--- config.mk ---
export PLATFORM = sky130hd
export DESIGN_NAME = squeeze_ofm_writer
export DESIGN_NICKNAME = d
export VERILOG_FILES = /design/src/rtl/squeeze_pkg.sv /design/src/rtl/squeeze_ofm_drain.sv /design/src/rtl/squeeze_ofm_writer.sv
export SDC_FILE = /design/constraint.sdc
export NUM_CORES = 2
export LEC_CHECK = 0
export ABC_AREA = 1
export CAP_MARGIN = 20
export CORE_AREA = 2 2 268 402
export DETAILED_ROUTE_END_ITERATION = 8
export DIE_AREA = 0 0 270 404
export PLACE_DENSITY_LB_ADDON = 0.12
export SLEW_MARGIN = 0
export SYNTH_ARGS = -nofsm -noshare
export SYNTH_HDL_FRONTEND = slang
export SYNTH_SLANG_ARGS = --single-unit
--- constraint.sdc ---
create_clock -name clk -period 12.2 [get_ports clk]
set_input_delay 1.83 -clock clk [delete_from_list [all_inputs] [get_ports clk]]
set_output_delay 1.83 -clock clk [all_outputs]
set_load 0.01 [all_outputs]
--- src/rtl/squeeze_pkg.sv ---
// Shared constants, FSM state type and the fire-configuration table for the squeeze write-back.
package squeeze_pkg;
    localparam int LANES  = 8;
    localparam int LANE_W = $clog2(LANES);
    localparam int PSUM_W = 24;
    localparam int BIAS_W = 16;
    localparam int ACC_W  = 32;
    localparam int OUT_W  = 16;
    localparam int ADDR_W = 32;

    typedef enum logic [1:0] {
        IDLE  = 2'd0,
        RUN   = 2'd1,
        FLUSH = 2'd2
    } state_e;

    typedef struct packed {
        logic [5:0] ch_grps;
        logic [5:0] size;
        logic [3:0] f_grps;
    } fire_cfg_t;

    function automatic fire_cfg_t fire_lookup(input logic [2:0] sel);
        fire_cfg_t c;
        case (sel)
            3'd0:    c = '{6'd4,  6'd55, 4'd2};
            3'd1:    c = '{6'd8,  6'd55, 4'd2};
            3'd2:    c = '{6'd8,  6'd27, 4'd4};
            3'd3:    c = '{6'd16, 6'd27, 4'd4};
            3'd4:    c = '{6'd16, 6'd13, 4'd6};
            3'd5:    c = '{6'd24, 6'd13, 4'd6};
            3'd6:    c = '{6'd24, 6'd13, 4'd8};
            default: c = '{6'd32, 6'd13, 4'd8};
        endcase
        return c;
    endfunction
endpackage

--- src/rtl/squeeze_ofm_drain.sv ---
// Hold buffer for one finished pixel (all lanes) and its serialiser onto the output-RAM write port.
module squeeze_ofm_drain
    import squeeze_pkg::*;
(
    input  logic                    clk,
    input  logic                    rst,
    input  logic [ADDR_W-1:0]       plane,
    input  logic                    load_valid,
    output logic                    load_ready,
    input  logic [LANES*OUT_W-1:0]  load_data,
    input  logic [ADDR_W-1:0]       load_addr,
    output logic                    wr_en,
    output logic [ADDR_W-1:0]       wr_addr,
    output logic [OUT_W-1:0]        wr_data
);
    logic                    full;
    logic [LANE_W-1:0]       lane;
    logic [LANES*OUT_W-1:0]  hold_data;
    logic [ADDR_W-1:0]       hold_addr;

    assign load_ready = !full;

    always_ff @(posedge clk) begin
        if (!rst) begin
            full    <= 1'b0;
            lane    <= '0;
            wr_en   <= 1'b0;
            wr_addr <= '0;
            wr_data <= '0;
        end else begin
            wr_en <= 1'b0;
            if (full) begin
                wr_en   <= 1'b1;
                wr_addr <= hold_addr;
                wr_data <= hold_data[OUT_W-1:0];
                // Buffer frees on the lane-7 issue so a new load is possible the next cycle.
                if (lane == LANE_W'(LANES - 1)) begin
                    full <= 1'b0;
                    lane <= '0;
                end else begin
                    lane <= lane + 1'b1;
                end
            end else if (load_valid) begin
                full <= 1'b1;
            end
        end
    end

    // Lanes shift down one slot per write; each next filter lies one plane further on.
    always_ff @(posedge clk) begin
        if (full) begin
            hold_data <= hold_data >> OUT_W;
            hold_addr <= hold_addr + plane;
        end else if (load_valid) begin
            hold_data <= load_data;
            hold_addr <= load_addr;
        end
    end
endmodule

--- src/rtl/squeeze_ofm_writer.sv ---
// Squeeze 1x1 write-back: accumulates PE partial sums over channel groups, adds bias,
// applies ReLU and saturation, and hands each finished pixel to the lane serialiser.
module squeeze_ofm_writer
    import squeeze_pkg::*;
(
    input  logic                     clk,
    input  logic                     rst,
    input  logic                     start,
    input  logic [2:0]               firesel,
    output logic                     busy,
    output logic                     done,
    input  logic                     in_valid,
    output logic                     in_ready,
    input  logic [LANES*PSUM_W-1:0]  in_psum,
    input  logic [LANES*BIAS_W-1:0]  in_bias,
    output logic                     wr_en,
    output logic [ADDR_W-1:0]        wr_addr,
    output logic [OUT_W-1:0]         wr_data,
    output state_e                   state_dbg
);
    localparam logic signed [ACC_W-1:0] SAT_MAX = ACC_W'((1 << (OUT_W - 1)) - 1);

    state_e                   state;
    fire_cfg_t                cfg;
    fire_cfg_t                new_cfg;
    logic [ADDR_W-1:0]        plane, fgrp_base, pos;
    logic [5:0]               ch_cnt, col, row;
    logic [3:0]               fgrp;
    logic                     done_r;
    logic signed [ACC_W-1:0]  acc [LANES];
    logic signed [ACC_W-1:0]  sum [LANES];
    logic [LANES*OUT_W-1:0]   load_data;
    logic                     load_ready, last_ch, last_pix, xfer, complete;

    // Handshake: a transfer happens on any cycle with in_valid && in_ready; the source keeps
    // lanes and bias stable while in_valid is high and in_ready low. The completing transfer
    // of a pixel is only accepted when the hold buffer can take it (load_valid && load_ready).
    assign new_cfg   = fire_lookup(firesel);
    assign last_ch   = (ch_cnt == cfg.ch_grps - 6'd1);
    assign last_pix  = (col == cfg.size - 6'd1) && (row == cfg.size - 6'd1) &&
                       (fgrp == cfg.f_grps - 4'd1);
    assign in_ready  = (state == RUN) && !(last_ch && !load_ready);
    assign xfer      = in_valid && in_ready;
    assign complete  = xfer && last_ch;
    assign busy      = (state != IDLE);
    assign done      = done_r;
    assign state_dbg = state;

    always_comb begin
        load_data = '0;
        for (int l = 0; l < LANES; l++) begin
            sum[l] = (ch_cnt == '0)
                ? {{(ACC_W-PSUM_W){in_psum[l*PSUM_W+PSUM_W-1]}}, in_psum[l*PSUM_W +: PSUM_W]} +
                  {{(ACC_W-BIAS_W){in_bias[l*BIAS_W+BIAS_W-1]}}, in_bias[l*BIAS_W +: BIAS_W]}
                : acc[l] +
                  {{(ACC_W-PSUM_W){in_psum[l*PSUM_W+PSUM_W-1]}}, in_psum[l*PSUM_W +: PSUM_W]};
            if (sum[l][ACC_W-1])
                load_data[l*OUT_W +: OUT_W] = '0;
            else if (sum[l] > SAT_MAX)
                load_data[l*OUT_W +: OUT_W] = OUT_W'(SAT_MAX);
            else
                load_data[l*OUT_W +: OUT_W] = sum[l][OUT_W-1:0];
        end
    end

    always_ff @(posedge clk) begin
        if (!rst) begin
            state     <= IDLE;
            cfg       <= '0;
            plane     <= '0;
            fgrp_base <= '0;
            pos       <= '0;
            ch_cnt    <= '0;
            col       <= '0;
            row       <= '0;
            fgrp      <= '0;
            done_r    <= 1'b0;
        end else begin
            done_r <= 1'b0;
            case (state)
                IDLE: begin
                    if (start) begin
                        cfg       <= new_cfg;
                        plane     <= ADDR_W'(new_cfg.size) * ADDR_W'(new_cfg.size);
                        fgrp_base <= '0;
                        pos       <= '0;
                        ch_cnt    <= '0;
                        col       <= '0;
                        row       <= '0;
                        fgrp      <= '0;
                        state     <= RUN;
                    end
                end
                RUN: begin
                    if (xfer && !last_ch) begin
                        ch_cnt <= ch_cnt + 6'd1;
                    end else if (complete) begin
                        ch_cnt <= '0;
                        // pos tracks row*size+col; a row step is also +1 in that space.
                        if (col == cfg.size - 6'd1) begin
                            col <= '0;
                            if (row == cfg.size - 6'd1) begin
                                row       <= '0;
                                pos       <= '0;
                                fgrp      <= fgrp + 4'd1;
                                fgrp_base <= fgrp_base + (plane << LANE_W);
                            end else begin
                                row <= row + 6'd1;
                                pos <= pos + ADDR_W'(1);
                            end
                        end else begin
                            col <= col + 6'd1;
                            pos <= pos + ADDR_W'(1);
                        end
                        if (last_pix)
                            state <= FLUSH;
                    end
                end
                FLUSH: begin
                    if (load_ready) begin
                        state  <= IDLE;
                        done_r <= 1'b1;
                    end
                end
                default: state <= IDLE;
            endcase
        end
    end

    always_ff @(posedge clk) begin
        if (xfer) begin
            for (int l = 0; l < LANES; l++)
                acc[l] <= sum[l];
        end
    end

    squeeze_ofm_drain u_drain (
        .clk        (clk),
        .rst        (rst),
        .plane      (plane),
        .load_valid (complete),
        .load_ready (load_ready),
        .load_data  (load_data),
        .load_addr  (fgrp_base + pos),
        .wr_en      (wr_en),
        .wr_addr    (wr_addr),
        .wr_data    (wr_data)
    );
endmodule
Word level (Yosys, flattened, before mapping). Memory sizes are Yosys's and may differ from the RTL's. Index checks and enable logic that the tools add are counted.

Equality and inequality tests: 21. Multiply operators: 1. Multiplexer cells: 73. Add/subtract/negate cells: 28. Magnitude comparators: 8. Reduce and logical (&&, ||, !) cells: 22.

Operators by type and width (number): $mux W32 (19); $add A32 B32 Y32 (9); $gt A32 B16 Y1 const B (8); $mux W16 (16); $mux W112 (2); $add A24 B16 Y25 (8); $pmux W32 S2 (2); $pmux W16 S7 (1); $mux W6 (10); $pmux W6 S2 (3); $add A32 B1 Y32 const B (1); $add A32 B12 Y32 (1); $add A32 B15 Y32 (1); $mux W4 (5); $add A6 B1 Y6 const B (3); $eq A6 B6 Y1 (3); $eq A3 B3 Y1 const B (4); $mul A6 B6 Y12 (1); $sub A6 B1 Y6 const B (2); $mux W2 (5); $ne A2 B2 Y1 const B (5); $reduce_and A5 Y1 (2); $pmux W4 S2 (1); $logic_and A1 B1 Y1 (7); 22 further kinds (34).

Memories kept: 1. Memory bits (writable): 256. Register bits after elaboration: 330.

Memories: acc (depth 8, width 32, read ports 8, clocked after Yosys merged registers in 0, wr ports 8, line squeeze_ofm_writer.sv:30) `logic signed [ACC_W-1:0] acc [LANES];`.

Logic depth before layout (Yosys ltp).
Depth after elaboration: 10. Depth in mapped cells: 22.

By module. From an unflattened synthesis, not the netlist that was laid out.

Cell total of the unflattened synthesis: 10125. Area, all modules: 61871.8 um^2.

By module, submodules not included: squeeze_ofm_writer (instances 1, area an instance 51071.5 um^2, cells each 8758, sequential area each 9829.4 um^2); squeeze_ofm_drain (instances 1, area an instance 10800.4 um^2, cells each 1367, sequential area each 5705.5 um^2).

Worst setup path after synthesis. OpenSTA, ideal clock, no wires.

Path kind: input to register. From: input port in_valid. To: register u_drain.hold_data[117]. Required time: 12.088 ns. Arrival: 12.124 ns. Setup slack: -0.036 ns. Setup time: 0.112 ns. Stages on the path: 8. Cell sequence: nand2_2 > inv_1 > nand3_1 > nand2_1 > inv_1 > buf_2 > nand2_1 > nand2_1.

Cells in the longest elaborated chain, start to end: 2.

Ends and longest elaborated chain: start, declared (line squeeze_ofm_writer.sv:12) `input logic in_valid,`; $logic_and A1 B1 Y1 (line squeeze_ofm_writer.sv:43) `assign xfer = in_valid && in_ready;`; via xfer (line squeeze_ofm_writer.sv:33) `logic load_ready, last_ch, last_pix, xfer, complete;`; $logic_and A1 B1 Y1 (line squeeze_ofm_writer.sv:44) `assign complete = xfer && last_ch;`; end signal, assigned (line squeeze_ofm_drain.sv:52) `hold_data <= hold_data >> OUT_W;`; end signal, assigned (line squeeze_ofm_drain.sv:55) `hold_data <= load_data;`; end, declared (line squeeze_ofm_drain.sv:18) `logic [LANES*OUT_W-1:0] hold_data;`.

The timed path passes the listed nets, and every way through them passes these cells. A chain may end at the register's enable or synchronous reset.

==> results by group <==
Outcome
  – Outcome: complete, but fails checks
  – Failing checks: DRC

Worst setup path
  – CP arrival: 6070 ps
  – Max Fanout on Critical Path: 10
  – Critical path startpoint category: input port
  – Worst path required time: 12750 ps
  – Critical R2R Launch: cfg[12]$_SDFFE_PN0P_
  – Setup CP Type: in2reg
  – Crit end category: flop
  – Critical path origin: firesel[2]

Route
  – First-pass DRT Iterations: 9
  – Final antenna-violating net count: 0
  – Drt via density: 5.76
  – Residual DRC count: 1
  – Routed Wire Length: roughly 210 mm
  – Wire length per cell: 19.6 µm
  – Vias: 63021
  – Starting DRT DRC Count: 5692

Floorplanning
  – Core area: between 100000 and 150000 µm²
  – Die X: 270 µm
  – Die Y: 404 µm
  – Die ar.: 109000 µm²
  – Row cnt: 146
  – Ports: 381
  – Starting Density: between 50% and 60%

Global route
  – Global-route wire length before repair: 327 mm
  – Initial antenna violation count: 8
  – Total GRT Usage: 38.1%
  – Total grt overflow: 0
  – Vias in the first global route: 60638
  – Largest net degree at the start of global routing: 166

Synthesis
  – Mapped Cells: a little over 9000
  – Netlist Area Pre-Place: 58700 µm²
  – Syn_area_per_cell: 6.42 µm²
  – EDFF count, synth: 400
  – Register area share after synthesis: 26.5%
  – Cell variety after synth: between 70 and 80
  – Ys async rst share: 0%
  – Cell taking the most area after synthesis: edfxtp_1
  – Ranking of synthesized cells by area: edfxtp_1, nand2_1, ha_1, inv_1, nand3_1
  – Ys flop type: edfxtp_1
  – Register bit total from synthesis: 576
  – YS warnings: 0
  – Synth Net Count: 10006
  – Yosys top cell area share: 20.5%

STA
  – Worst rel slew slack: 20.5%
  – Measured slew at the worst slew-check pin: 1180 ps
  – Max-slew violation count: 0
  – Max Freq: 0.181 GHz
  – Clock skew: 28.4 ps
  – Final setup TNS: 0 ps
  – Final hold vios: 0
  – Period minus WS final: 5520 ps
  – RSZ-0062 raised after global routing: no
  – Final period util: 45.2%
  – Final setup viols: 0

Worst hold path
  – Hold Crit Class: reg2reg
  – Hold wc startpoint: u_drain.hold_data[127]$_SDFFE_PP0P_

Place
  – Placer's final routability congestion estimate: 1.07
  – IO Port Bufs: 380
  – Final HPWL DP: 173 mm

CTS
  – CTS tree: done
  – CTS root buffer: clkbuf_16
  – Hold_buf cts: 0
  – H-tree depth: 3
  – CTS buffer count: 67
  – Resized cells post-CTS: 0
  – Clk Latency, worst-skew pair: 670 ps
  – Clock Tree Buf Depth: 3
  – CTS clk-pin slew, worst paths: 60 ps
  – Clk sinks: approximately 580
  – Post-CTS setup buffer count: 0

Power and ir drop
  – Leak Pwr: 0.0315 µW
  – VDD IR max: 124 µV
  – Power Density: 126 nW/µm²

Finish
  – Nets: 10340
  – Area of the multi-input gates: 37300 µm²
  – Fin util: 62.5%
  – FF/Latch Area: 15500 µm²
  – Fill cell count: roughly 10000
  – Area grow syn2layout: 12.3%
  – Fraction of layout cells with a size suffix above 1: 4.16%

Run
  – Maxcap violations: 0
[synth_stat cells (31+ instances only)]
master,n
nand2_2,40
nor2_1,740
nor3_1,126
a21oi_1,672
ha_1,517
dfxtp_1,176
buf_2,40
clkbuf_1,48
nand3_1,736
inv_1,1357
nor2_2,45
nand2_1,2809
xor2_1,65
xnor2_1,35
o21ai_1,65
a32oi_1,34
nand3b_1,31
and2_1,40
o21ai_0,473
o21bai_1,33
edfxtp_1,400
or2_2,70
nand4_1,209
[per-layer routing]
layer | wire length [µm] | track usage [%] | vias to the layer above
met3 | 13400 | 4.90 | 803
met2 | 105000 | 68.2 | 2549
met4 | 18500 | 29.6 | 4
met1 | 77300 | 40.7 | 28747
li1 | - | - | 30918
met5 | 27 | 0 | -
[area by class of cell]
cell class	count	share of cell area, %
well taps	1406	2.67
diodes	7	0.0266
repair buffers	397	5.98
inverters	1378	7.87
clock buffers	92	2.91
flip-flops and latches	576	23.6
multi-input cells	7052	56.5
clock inverters	31	0.431
[final timing paths]
| check | to | slack [ps] | cells after the start |
|---|---|---|---|
| worst min register to register | u_drain.hold_data[127]$_SDFFE_PP0P_ | 430 | 2 |
| worst max register to register | u_drain.hold_data[75]$_DFFE_PP_ | 7200 | 14 |
| worst max-delay path | plane[10]$_SDFFE_PN0P_ | 6680 | 20 |
| worst min-delay path | u_drain.hold_data[127]$_SDFFE_PP0P_ | 430 | 2 |
[metrics by stage]
step	setup slack, ps	hold slack [ps]	area [µm²]	instances	total power [µW]
6_report	6680	433	65900	10939	8320
5_1_grt	6370	455	65900	10937	8800
4_1_cts	6740	431	65900	10932	8250
3_5_place_dp	6050	420	63700	10809	6170
3_3_place_gp	6070	417	63700	10809	6110
2_1_floorplan	2570	408	58700	9138	5040
[worst max-delay path: stages]
cell and delay (ps):
clkdlybuf4s50_1 690, inv_1 240, nand2_1 320, inv_1 200, ha_1 250, inv_1 80, fa_1 420, xor2_1 190
fa_1 540, inv_1 50, ha_1 300, inv_1 80, nor2_1 50, o21ai_0 170, nand2_1 90, nand2_1 90
nand2_1 50, a21oi_1 150, xor2_1 160, a21oi_1 80
[flip-flops by register name (all words and copies together) (netlist names), 2 cells and up]
name and count:
ch_cnt 6, u_drain.wr_data 16, u_drain.hold_addr 32, col 6
fgrp_base 29, state_dbg 2, cfg 12, u_drain.hold_data 128
row 6, fgrp 4, pos 32, plane 9
u_drain.wr_addr 32, acc 256, u_drain.lane 3
[power breakdown]
| group | switching, µW | internal, µW | total, µW |
|---|---|---|---|
| clock network | 908 | 1170 | 2080 |
| registers | 71.4 | 2380 | 2450 |
| logic | 2620 | 1170 | 3790 |
[layout by cell type (no fill, tap or decap), types with 21 or more instances in the layout]
cell type        netlist  final
a21o_1                21     21
a21oi_1              672    672
a32oi_1               34     34
and2_1                40     40
clkbuf_16              0     72
clkdlybuf4s50_1        0    379
dfxtp_1              176    175
edfxtp_1             400    400
fa_1                  24     24
ha_1                 517    517
inv_1               1357   1355
nand2_1             2809   2808
nand2_2               40     40
nand3_1              736    736
nand3_2               29     29
nand3b_1              31     31
nand4_1              209    209
nor2_1               740    740
nor2_2                45     45
nor3_1               126    126
nor3_2                21     21
nor4_1                22     22
o21a_1                27     27
o21ai_0              473    473
o21ai_1               65     65
o21bai_1              33     33
or2_2                 70     70
xnor2_1               35     35
xor2_1                65     65
[cell families after synthesis]
group,synth area share (%)
adder cells (fa/ha/maj),11.8
AO/OA/AOI/OAI,13.5
flip-flops,26.5
XOR/XNOR,1.49
buffers and inverters,10.1
other,0.00639
AND/OR/NAND/NOR,36.6
multiplexers,0.0341
Power figures use the tool's default switching activity.
